[config.mk]
export PLATFORM = sky130hd
export DESIGN_NAME = multicycle_ctrl
export DESIGN_NICKNAME = d
export VERILOG_FILES = /design/src/rtl/multicycle_ctrl.sv
export SDC_FILE = /design/constraint.sdc
export NUM_CORES = 1
export LEC_CHECK = 0
export BUFFER_PORTS_ARGS = -buffer_cell sky130_fd_sc_hd__buf_4
export CORE_MARGIN = 5
export CORE_UTILIZATION = 46
export CTS_CLUSTER_SIZE = 10
export DETAILED_ROUTE_END_ITERATION = 6
export GPL_ROUTABILITY_DRIVEN = 1
export PLACE_DENSITY = 0.82
export SLEW_MARGIN = 10
export SYNTH_ARGS = -nofsm -noshare
export SYNTH_HDL_FRONTEND = slang
export SYNTH_SLANG_ARGS = --single-unit
[constraint.sdc]
create_clock -name clk -period 1.9 [get_ports clk]
set_clock_uncertainty 0.05 [all_clocks]
set_input_delay 0.38 -clock clk [delete_from_list [all_inputs] [get_ports clk]]
set_output_delay 0.38 -clock clk [all_outputs]
set_load 0.01 [all_outputs]
[src/rtl/multicycle_ctrl.sv]
// Main control FSM of a multicycle MIPS datapath.
// The opcode is decoded one state at a time. Every datapath mux select and
// architectural write enable is decoded combinationally from the current
// state, plus opcode/zero/mem_ready where a state needs them.
// While rst_n is low, every output is forced to 0, including the debug state.
module multicycle_ctrl #(
    parameter bit MEM_WAIT_EN = 1'b1,
    parameter bit JAL_EN      = 1'b1
) (
    input  logic       clk,
    input  logic       rst_n,
    input  logic [5:0] opcode,
    input  logic       zero,
    input  logic       mem_ready,
    output logic       pc_write,
    output logic       ir_write,
    output logic       mem_write,
    output logic       reg_write,
    output logic       i_or_d,
    output logic       alu_src_a,
    output logic [1:0] alu_src_b,
    output logic [1:0] alu_op,
    output logic [1:0] pc_src,
    output logic [1:0] reg_dst,
    output logic [1:0] mem_to_reg,
    output logic       instr_done,
    output logic       illegal_op,
    output logic [3:0] state
);

    typedef enum logic [3:0] {
        S_FETCH     = 4'd0,
        S_DECODE    = 4'd1,
        S_MEM_ADDR  = 4'd2,
        S_MEM_READ  = 4'd3,
        S_MEM_WB    = 4'd4,
        S_MEM_WRITE = 4'd5,
        S_R_EXEC    = 4'd6,
        S_R_WB      = 4'd7,
        S_BRANCH    = 4'd8,
        S_JUMP      = 4'd9,
        S_ADDI_EXEC = 4'd10,
        S_ADDI_WB   = 4'd11,
        S_JAL       = 4'd12
    } state_t;

    localparam logic [5:0] OP_RTYPE = 6'h00;
    localparam logic [5:0] OP_J     = 6'h02;
    localparam logic [5:0] OP_JAL   = 6'h03;
    localparam logic [5:0] OP_BEQ   = 6'h04;
    localparam logic [5:0] OP_ADDI  = 6'h08;
    localparam logic [5:0] OP_LW    = 6'h23;
    localparam logic [5:0] OP_SW    = 6'h2B;

    // The state register is kept as a plain vector, so that codes 13-15 can be
    // represented and recovered from.
    logic [3:0] state_q;
    logic [3:0] state_d;
    logic       mem_rdy;
    logic       jal_ok;

    assign mem_rdy = MEM_WAIT_EN ? mem_ready : 1'b1;
    assign jal_ok  = JAL_EN && (opcode == OP_JAL);

    // Next-state selection; unused codes fall back to FETCH.
    always_comb begin
        state_d = S_FETCH;
        case (state_q)
            S_FETCH:     state_d = mem_rdy ? S_DECODE : S_FETCH;
            S_DECODE: begin
                if (opcode == OP_RTYPE)                        state_d = S_R_EXEC;
                else if (opcode == OP_LW || opcode == OP_SW)   state_d = S_MEM_ADDR;
                else if (opcode == OP_BEQ)                     state_d = S_BRANCH;
                else if (opcode == OP_ADDI)                    state_d = S_ADDI_EXEC;
                else if (opcode == OP_J)                       state_d = S_JUMP;
                else if (jal_ok)                               state_d = S_JAL;
                else                                           state_d = S_FETCH;
            end
            S_MEM_ADDR:  state_d = (opcode == OP_LW) ? S_MEM_READ : S_MEM_WRITE;
            S_MEM_READ:  state_d = mem_rdy ? S_MEM_WB : S_MEM_READ;
            S_MEM_WB:    state_d = S_FETCH;
            S_MEM_WRITE: state_d = mem_rdy ? S_FETCH : S_MEM_WRITE;
            S_R_EXEC:    state_d = S_R_WB;
            S_R_WB:      state_d = S_FETCH;
            S_BRANCH:    state_d = S_FETCH;
            S_JUMP:      state_d = S_FETCH;
            S_ADDI_EXEC: state_d = S_ADDI_WB;
            S_ADDI_WB:   state_d = S_FETCH;
            S_JAL:       state_d = S_FETCH;
            default:     state_d = S_FETCH;
        endcase
    end

    // State register with asynchronous reset to FETCH.
    always_ff @(posedge clk or negedge rst_n) begin
        if (!rst_n) state_q <= S_FETCH;
        else        state_q <= state_d;
    end

    // Output decode; everything is held at 0 while reset is asserted.
    always_comb begin
        pc_write   = 1'b0;
        ir_write   = 1'b0;
        mem_write  = 1'b0;
        reg_write  = 1'b0;
        i_or_d     = 1'b0;
        alu_src_a  = 1'b0;
        alu_src_b  = 2'd0;
        alu_op     = 2'd0;
        pc_src     = 2'd0;
        reg_dst    = 2'd0;
        mem_to_reg = 2'd0;
        instr_done = 1'b0;
        illegal_op = 1'b0;
        state      = 4'd0;
        if (rst_n) begin
            state = state_q;
            case (state_q)
                S_FETCH: begin
                    alu_src_b = 2'd1;
                    ir_write  = mem_rdy;
                    pc_write  = mem_rdy;
                end
                S_DECODE: begin
                    alu_src_b = 2'd3;
                    if (!(opcode == OP_RTYPE || opcode == OP_LW || opcode == OP_SW ||
                          opcode == OP_BEQ || opcode == OP_ADDI || opcode == OP_J || jal_ok))
                        illegal_op = 1'b1;
                end
                S_MEM_ADDR: begin
                    alu_src_a = 1'b1;
                    alu_src_b = 2'd2;
                end
                S_MEM_READ: i_or_d = 1'b1;
                S_MEM_WB: begin
                    mem_to_reg = 2'd1;
                    reg_write  = 1'b1;
                    instr_done = 1'b1;
                end
                // mem_write stays high through wait cycles; memory takes it on the ready cycle.
                S_MEM_WRITE: begin
                    i_or_d     = 1'b1;
                    mem_write  = 1'b1;
                    instr_done = mem_rdy;
                end
                S_R_EXEC: begin
                    alu_src_a = 1'b1;
                    alu_op    = 2'd2;
                end
                S_R_WB: begin
                    reg_dst    = 2'd1;
                    reg_write  = 1'b1;
                    instr_done = 1'b1;
                end
                S_BRANCH: begin
                    alu_src_a  = 1'b1;
                    alu_op     = 2'd1;
                    pc_src     = 2'd1;
                    pc_write   = zero;
                    instr_done = 1'b1;
                end
                S_JUMP: begin
                    pc_src     = 2'd2;
                    pc_write   = 1'b1;
                    instr_done = 1'b1;
                end
                S_ADDI_EXEC: begin
                    alu_src_a = 1'b1;
                    alu_src_b = 2'd2;
                end
                S_ADDI_WB: begin
                    reg_write  = 1'b1;
                    instr_done = 1'b1;
                end
                // PC already holds PC+4 from FETCH, so it is the link value.
                S_JAL: begin
                    reg_dst    = 2'd2;
                    mem_to_reg = 2'd2;
                    reg_write  = 1'b1;
                    pc_src     = 2'd2;
                    pc_write   = 1'b1;
                    instr_done = 1'b1;
                end
                default: ;
            endcase
        end
    end

endmodule

# Word-level counts from Yosys, hierarchy flattened
# Cells that the tools add are included.
# classes
eq_ne	18
muxes	39
n_reduce_logical	15
# op_table
cell	count
$mux W4	7
$pmux W4 S7	1
$eq A4 B4 Y1 const B	5
$eq A4 B3 Y1 const B	4
$mux W1	16
$pmux W2 S2	4
$eq A6 B2 Y1 const B	2
$eq A6 B6 Y1 const B	2
$mux W2	5
$mux W3	3
$eq A4 B2 Y1 const B	2
$reduce_or A4 Y1	2
$logic_or A1 B1 Y1	7
$eq A6 B3 Y1 const B	1
$eq A6 B4 Y1 const B	1
$logic_not A6 Y1	1
$pmux W2 S3	1
$reduce_or A2 Y1	3
$reduce_or A6 Y1	1
$eq A4 B1 Y1 const B	1
$logic_not A4 Y1	1
$pmux W1 S3	1
$pmux W1 S2	1
# totals
regBits	4
input_bits	10
output_inout_bits	22
elab_cells	73

# Longest topological paths before layout
# Gate-level depths: netlist (run 1).
# logic_depth
depth_word	10
depth_mapped	5

# Least setup slack after synthesis (run 1)
# No wires, ideal clock.
# synth_path
path_kind	reg2out
start	reg state_q[1]
end	out reg_dst[1]
arrival_ns	1.347
slack_ns	0.123
path_stages_with_launch	6
path_cell_list	dfrtp_1 > buf_2 > nand2b_1 > or2_2 > nor2_1 > buf_4
# synth_between
elab_chain_len	3
word_cells_on_any_way	4
# synth_rtl
element	line_no	rtl
from (decl)	57	logic [3:0] state_q;
from (signal assigned)	97	else state_q <= state_d;
$eq A4 B4 Y1 or $eq A4 B3 Y1 (tied branches)	118	case (state_q)
$pmux W2 S2 *	118	
$mux W2 *	116	if (rst_n) begin
to (decl)	24	output logic [1:0] reg_dst,
# Every way passes the cells marked *; elsewhere a longest branch is shown, timed or not.

# Worst setup path in the final report (run 1)
# layout_path
start	reg state_q[2]
end	out pc_src[1]
# layout_between
elab_chain_len	4
word_cells_on_any_way	6
# layout_rtl
element	line_no	rtl
$eq A4 B4 Y1	118	
$reduce_or A2 Y1 (no line)	--	
$pmux W2 S2 *	118	
$mux W2 *	116	
to (decl)	23	output logic [1:0] pc_src,
# Marks and branches as above.

==> results of run 1 <==
## area by class of cell
cell class / instances / area (um^2)
clock buffers: 3 / 22.52
fillers: 123 / 434.2
inverters: 2 / 7.507
multi-input cells: 86 / 585.6
flip-flops and latches: 4 / 101.3
well taps: 16 / 20.02
repair buffers: 41 / 317.8
## stage by stage
| stage | cells | util, % | power, mW |
|---|---|---|---|
| after floorplan | 104 | - | 0.2247 |
| after global placement | 146 | 63.28 | 0.2991 |
| after detailed placement | 146 | 63.28 | 0.3046 |
| after CTS | 151 | 67.82 | 0.4235 |
| after global routing | 152 | 70.84 | 0.4728 |
| final | 152 | 70.84 | 0.4398 |
## power groups by stage
stage | registers (mW) | logic, mW | clock network, mW
2_1_floorplan | 0.0984 | 0.126 | 0
4_1_cts | 0.0991 | 0.217 | 0.107
3_5_place_dp | 0.100 | 0.204 | 0
5_1_grt | 0.0994 | 0.260 | 0.113
6_report | 0.0987 | 0.239 | 0.103
3_3_place_gp | 0.0999 | 0.199 | 0
## worst register-to-register path, delay by kind of cell (launching register included)
| kind | cells | cell delay [ns] |
|---|---|---|
| buf+inv | 2 | 0.31 |
| flops | 1 | 0.40 |
| simple gates | 1 | 0.14 |
| compound gates | 2 | 0.47 |
## what timing repair did
item	4_1_cts	5_1_grt
gates resized for setup	8	11
endpoints found under the setup margin	9	13
buffers inserted	1	1
hold buffers	1	0
endpoints found under the hold margin	4	0
pin swaps	0	2
## cells in the mapped netlist (all sizes together)
cell type,n
or2,2
inv,2
a21boi,1
nand4b,2
and3,2
a311oi,1
dfrtp,4
nand2b,8
a21o,1
a31oi,1
and4,1
nand3,3
o2111ai,1
o31ai,1
buf,12
nand4,2
a211oi,1
nor4b,1
and3b,1
o21ai,6
nor3b,2
a221o,1
xnor2,1
nor2b,6
a21oi,5
nor3,5
nand2,6
xor2,2
nand3b,1
and2,3
or3b,2
nand4bb,1
o22ai,1
nor2,12
o311ai,3
## per-layer routing
layer / up-vias / track usage [%] / routed length [um]
met4: 0 / 7.623 / 0
met1: 414 / 16.91 / 854
li1: 440 / - / -
met2: 27 / 30.26 / 1067
met5: - / 0 / 0
met3: 0 / 3.976 / 140
## worst max path at each step
stage,start,to,slack [ns],depth (start not counted)
finish,state_q[2]$_DFF_PN0_,pc_src[1],0.06,6
global route,state_q[2]$_DFF_PN0_,pc_src[1],-0.0002,6
CTS,state_q[0]$_DFF_PN0_,reg_dst[1],0.01,4
detailed placement,rst_n,illegal_op,0.16,5
global placement,mem_ready,instr_done,0.17,5
floorplan,state_q[1]$_DFF_PN0_,reg_dst[1],0.12,5
## cells by family after synthesis
group / after synthesis
AND/OR/NAND/NOR: 60
AO/OA/AOI/OAI: 23
buffers and inverters: 14
flip-flops: 4
XOR/XNOR: 3
==> reports/summary.json, run 1 <==
{
  "min-delay-start": "opcode[4]",
  "finalWirelength_um": 2063,
  "synth_cells": 104,
  "grt_use_total_pct": 16.42,
  "top_level_ports": 32,
  "drt_first_iter_violations": 26,
  "synth_top_cell_by_area": "sky130_fd_sc_hd__dfrtp_1",
  "bufs_and_invs_on_worst_path": 3,
  "synthesis.area_um2": 710.7,
  "total_number_of_vias": 881,
  "synth-seq-area-share_pct": 14.08,
  "vdd.ir_drop.worst_v": 0.0002914,
  "yosys_register_bits": 4,
  "synth_simple_gate_area_share_pct": 49.47,
  "timing.max_slew.rel_slack_pct": 75.29,
  "ff2ff_path_depth": 5,
  "placement.cell_area_um2": 942.2,
  "min_to": "state_q[3]$_DFF_PN0_",
  "numCtsBuffers": 3,
  "power.internal_mw": 0.2822,
  "globalplace.congestion": 0.8442,
  "clockPowerShare_pct": 23.3,
  "ys_top_cells_by_area": "sky130_fd_sc_hd__dfrtp_1 14%, sky130_fd_sc_hd__nand2b_1 7.0%, sky130_fd_sc_hd__nor2_1 6.3%",
  "core-area_mm2": 0.001489,
  "r2r_slack_ns": 0.39,
  "grt_pass1_vias": 801,
  "largest_net_degree_at_the_start_of_global_routing": 19,
  "synth-compound-area-share_pct": 21.30,
  "timing_max_transition_violations_final": 0,
  "finalHoldWorstSlack_ns": 0.4430,
  "cts-root-buf": "sky130_fd_sc_hd__clkbuf_4",
  "routed_wire_length_per_instance_um": 13.57,
  "power.density_cell_area_mw_per_mm2": 417.0,
  "critical_path.startpoint_type": "flip-flop",
  "tns_ns": 0,
  "final_hold_violation_count": 0,
  "num_antenna_cells": 0,
  "worstPathRequired_ns": 1.47,
  "largest_register_ff_count": 4,
  "worstSkewPairLatency_ns": 0.23,
  "row_count": 14,
  "tritoncts_clock_tree": "yes",
  "layout.cells.most_common_list": "38 x sky130_fd_sc_hd__buf_4, 10 x sky130_fd_sc_hd__nor2_1, 6 x sky130_fd_sc_hd__nand2_1, 6 x sky130_fd_sc_hd__o21ai_0, 5 x sky130_fd_sc_hd__nand2b_1",
  "post_synthesis_adder_cell_area_fraction_pct": 0,
  "p_seq_share_pct": 22.4,
  "timing.final.crit_period_ns": 1.844,
  "die_h_um": 49.31,
  "routed_via_density": 5.796,
  "synthesis.yosys.warnings": 0,
  "starting_density_of_the_core_pct": 47.73,
  "cts_sinks": 4,
  "timing.rr.end": "state_q[1]$_DFF_PN0_",
  "path_class": "reg2out",
  "route.detailed.drc": 0,
  "synth_top_family_by_area": "simple AND/OR/NAND/NOR gates",
  "critical_path.cell_chain": "buf_4 > buf_6 > nor2b_2 > o21ai_0 > nor2_1 > buf_4",
  "gr-total-overflow": 0,
  "ys_types": 41,
  "layout_top_registers": "state_q x4",
  "post-route-cell-area_mm2": 0.001055,
  "worstPathMaxFanout": 15,
  "dp_hpwl_um": 1521,
  "post_layout_net_count": 148,
  "timing.final.setup_violations": 0,
  "cap_viol_max_count": 0,
  "area.growth.synth_to_final_pct": 48.42,
  "postSynthAreaPerCell_um2": 6.833,
  "layout.cells.most_common": "sky130_fd_sc_hd__buf_4",
  "cpMostUsedCell": "sky130_fd_sc_hd__buf_4",
  "cp-end-kind": "output pin",
  "clockBufferDepth": 2,
  "path_clk_slew_ns": 0.04,
  "syn_nets": 114,
  "comb_power_share_pct": 54.2,
  "power.share.switching_pct": 35.85,
  "hold_path_depth": 4,
  "tightest_slew_ns": 0.3660,
  "antenna_found_initial": 0,
  "synthXorXnorAreaFrac_pct": 3.697,
  "final_layout_size_suffix_gt1_share_pct": 43.38,
  "finalCritPeriodShare_pct": 97.03,
  "drt-pass1-iter-count": 4,
  "antenna_violating_nets_remaining": 0,
  "largest_register": "state_q",
  "wire_length_of_the_first_global_routing_pass_um": 3298,
  "max_freq_mhz": 542.4,
  "leakage_nw": 0.4772,
  "max_stage_delay_ns": 0.37,
  "synth.mux.area_fraction_pct": 0,
  "status": "finished, final reports clean",
  "port_buffers": 31,
  "power.switching_mw": 0.1577,
  "htreeDepth": 1,
  "chipWidth_um": 49.31,
  "dieArea_mm2": 0.002431,
  "crit_slowest_cell": "sky130_fd_sc_hd__dfrtp_1",
  "place_ws_ns": 0.1592,
  "worst_hold_path_type": "in2reg",
  "crit_family": "buffers and inverters",
  "worstPathArrival_ns": 1.41,
  "yosys_top_cell_area_share_pct": 14.08,
  "final.setup.worst_slack_ns": 0.05639,
  "timing.rr.start": "state_q[0]$_DFF_PN0_"
}
Note: power is estimated with default switching activity, not from simulation.
==> inputs of run 2 (changes only) <==
Settings changed: ABC_AREA from default to 1, CELL_PAD_IN_SITES_DETAIL_PLACEMENT from default to 1, CELL_PAD_IN_SITES_GLOBAL_PLACEMENT from default to 1, CORE_UTILIZATION 46 to 26, CTS_CLUSTER_SIZE 10 to 8, PLACE_DENSITY 0.82 to 0.8.
==> run 2 against run 1 <==
Clock power rose by 4%. Non-clock buffer count is 5 lower. Fmax down 0.77%. Highest routed layer is now met4. Global-route usage decreased by 1.9 points. Cell count increased by 17%. Synthesized cell count is 9.6% higher.
==> reports/summary.json, run 2 <==
{
  "worstPathArrival_ns": 1.43,
  "ff2ff_path_depth": 6,
  "bufs_and_invs_on_worst_path": 2,
  "dp_hpwl_um": 1810,
  "synth_edf_count": 0,
  "synthFlopType": "sky130_fd_sc_hd__dfrtp_1",
  "worstSkewPairLatency_ns": 0.24,
  "clockBufferDepth": 2,
  "top_level_ports": 32,
  "status": "finished, final reports clean",
  "chipWidth_um": 57.71,
  "post_layout_net_count": 162,
  "crit_family": "flip-flops",
  "rsz0062_at_grt": "true",
  "max_freq_mhz": 538.3,
  "ys_top_cells_by_area": "sky130_fd_sc_hd__nand2_1 19%, sky130_fd_sc_hd__dfrtp_1 17%, sky130_fd_sc_hd__nor2_1 15%",
  "finalCritPeriodShare_pct": 97.78,
  "num_antenna_cells": 0,
  "place_ws_ns": 0.07769,
  "area.growth.synth_to_final_pct": 63.42,
  "largest_register": "state_q",
  "async_flop_share_pct": 100.0,
  "drt_first_iter_violations": 25,
  "cp-end-kind": "output pin",
  "yosys_top_cell_area_share_pct": 19.03,
  "port_buffers": 31,
  "gr-total-overflow": 0,
  "final.setup.worst_slack_ns": 0.04213,
  "finalCoreUtilization_pct": 44.15,
  "die_h_um": 57.71,
  "route.detailed.drc": 0,
  "largest_register_ff_count": 4,
  "multi_input_area_um2": 464.2,
  "seqCellArea_um2": 105.1,
  "yosys_register_bits": 4,
  "core-area_mm2": 0.002191,
  "timing.final.crit_period_ns": 1.858,
  "timing.rr.start": "state_q[0]$_DFF_PN0_",
  "synthesis.yosys.warnings": 0,
  "timing.final.setup_violations": 0,
  "largest_net_degree_at_the_start_of_global_routing": 14,
  "power_total_mw": 0.4303,
  "finalWirelength_um": 2514,
  "antenna_found_initial": 0,
  "worst_hold_path_type": "in2reg",
  "cap_viol_max_count": 0,
  "min_to": "state_q[0]$_DFF_PN0_",
  "path_clk_slew_ns": 0.04,
  "routed_wire_length_per_instance_um": 14.12,
  "numCtsBuffers": 3,
  "top_cell_types_by_occurrence_after_synthesis": "30 x sky130_fd_sc_hd__nand2_1, 23 x sky130_fd_sc_hd__nor2_1, 17 x sky130_fd_sc_hd__nand3_1",
  "grt_use_total_pct": 14.47,
  "htreeDepth": 1,
  "antenna_violating_nets_remaining": 0,
  "vdd.ir_drop.worst_v": 0.0001908,
  "final_layout_size_suffix_gt1_share_pct": 41.33,
  "hold_path_depth": 4,
  "wire_length_of_the_first_global_routing_pass_um": 3822,
  "synth.most_common_cell": "sky130_fd_sc_hd__nand2_1",
  "layout.cells.most_common_list": "34 x sky130_fd_sc_hd__buf_4, 29 x sky130_fd_sc_hd__nand2_1, 22 x sky130_fd_sc_hd__nor2_1",
  "globalplace.congestion": 0.7674,
  "routed_via_density": 4.730,
  "worstPathMaxFanout": 6,
  "tritoncts_clock_tree": "yes",
  "min-delay-start": "opcode[0]",
  "critical_path.cell_chain": "inv_2 > nor2_4 > nand2_2 > nor2_2 > nor2_1 > a21oi_1 > buf_4",
  "row_count": 17,
  "critical_path.startpoint_type": "flip-flop",
  "post-route-cell-area_um2": 967.2,
  "power.density_cell_area_mw_per_mm2": 444.9,
  "drt-pass1-iter-count": 4,
  "finalHoldWorstSlack_ns": 0.3887,
  "ys_types": 18,
  "post_layout_instance_count_excluding_filler_cells": 178,
  "tns_ns": 0,
  "tightest_slew_ns": 0.4053,
  "postSynthAreaPerCell_um2": 5.191,
  "cp_num_cells": 7,
  "total_number_of_vias": 842,
  "timing_max_transition_violations_final": 0,
  "path_class": "reg2out",
  "cts_sinks": 4,
  "synth_top_cell_by_area": "sky130_fd_sc_hd__nand2_1",
  "syn_nets": 124,
  "timing.rr.end": "state_q[1]$_DFF_PN0_",
  "cts-root-buf": "sky130_fd_sc_hd__clkbuf_4",
  "timing.max_slew.rel_slack_pct": 72.95,
  "synth_cells": 114,
  "n_fill_cell": 311,
  "post-place-cells": 170,
  "crit_slowest_cell": "sky130_fd_sc_hd__dfrtp_2",
  "worstPathRequired_ns": 1.47,
  "max_stage_delay_ns": 0.47,
  "final_hold_violation_count": 0,
  "synth-seq-area-share_pct": 16.91,
  "starting_density_of_the_core_pct": 27.01,
  "dieArea_mm2": 0.003330,
  "synthesis.area_um2": 591.8,
  "placement.cell_area_um2": 840.8,
  "leakage_nw": 0.5433,
  "grt_pass1_vias": 857,
  "layout.cells.most_common": "sky130_fd_sc_hd__buf_4",
  "r2r_slack_ns": 0.54,
  "layout_top_registers": "state_q x4"
}
## run 2: cell count changes after synthesis, sizes merged, moves of 5 or more
cell,before,now
buf,12,2
inv,2,16
nand2,6,32
nand2b,8,0
nand3,3,17
nor2,12,29
nor2b,6,0
o21ai,6,1
## run 2: worst reg2reg max path, stage by stage (launching register included)
cell,delay [ns]
sky130_fd_sc_hd__dfrtp_2,0.46
sky130_fd_sc_hd__nand2_1,0.12
sky130_fd_sc_hd__clkinv_1,0.13
sky130_fd_sc_hd__nand2_1,0.19
sky130_fd_sc_hd__o21ai_1,0.11
sky130_fd_sc_hd__nor2_1,0.11
sky130_fd_sc_hd__nand2_1,0.07
## run 2: layer usage
layer	wire, um	GRT usage, %
met5	0	0
met4	37	6.954
met3	97	2.004
met2	1423	26.77
met1	956	16.01
## run 2: cells by family after synthesis
| logic type | synth area share, % |
|---|---|
| AO/OA/AOI/OAI | 6.977 |
| buffers and inverters | 13.95 |
| flip-flops | 16.91 |
| AND/OR/NAND/NOR | 62.16 |
## run 2: where the power goes
| part | internal (mW) | switching (mW) |
|---|---|---|
| sequential | 0.0936 | 0.0189 |
| combinational | 0.0893 | 0.121 |
| clock | 0.0708 | 0.0365 |
## run 2: layout make-up
cell class,count,area share [%]
Clock buffer,3,2.329
Inverter,17,6.598
Multi-Input combinational cell,90,47.99
Sequential cell,4,10.87
Tap cell,28,3.622
Timing Repair Buffer,36,28.59
## run 2: how the worst max path moves through the flow
stage	start	slack, ns	to
2_1_floorplan	state_q[1]$_DFF_PN0_	0.35	reg_dst[1]
3_3_place_gp	state_q[0]$_DFF_PN0_	0.11	pc_write
3_5_place_dp	state_q[0]$_DFF_PN0_	0.08	pc_write
4_1_cts	state_q[1]$_DFF_PN0_	0.04	pc_write
5_1_grt	state_q[0]$_DFF_PN0_	-0.07	instr_done
6_report	state_q[2]$_DFF_PN0_	0.04	instr_done
## run 2: what timing repair did
item                                    CTS  global route
buffers inserted                          0             4
hold buffers                              1             0
endpoints found under the setup margin    5             7
hold endpoints to repair                  4             0
resized for setup                         7            10
pin swaps                                 0             2
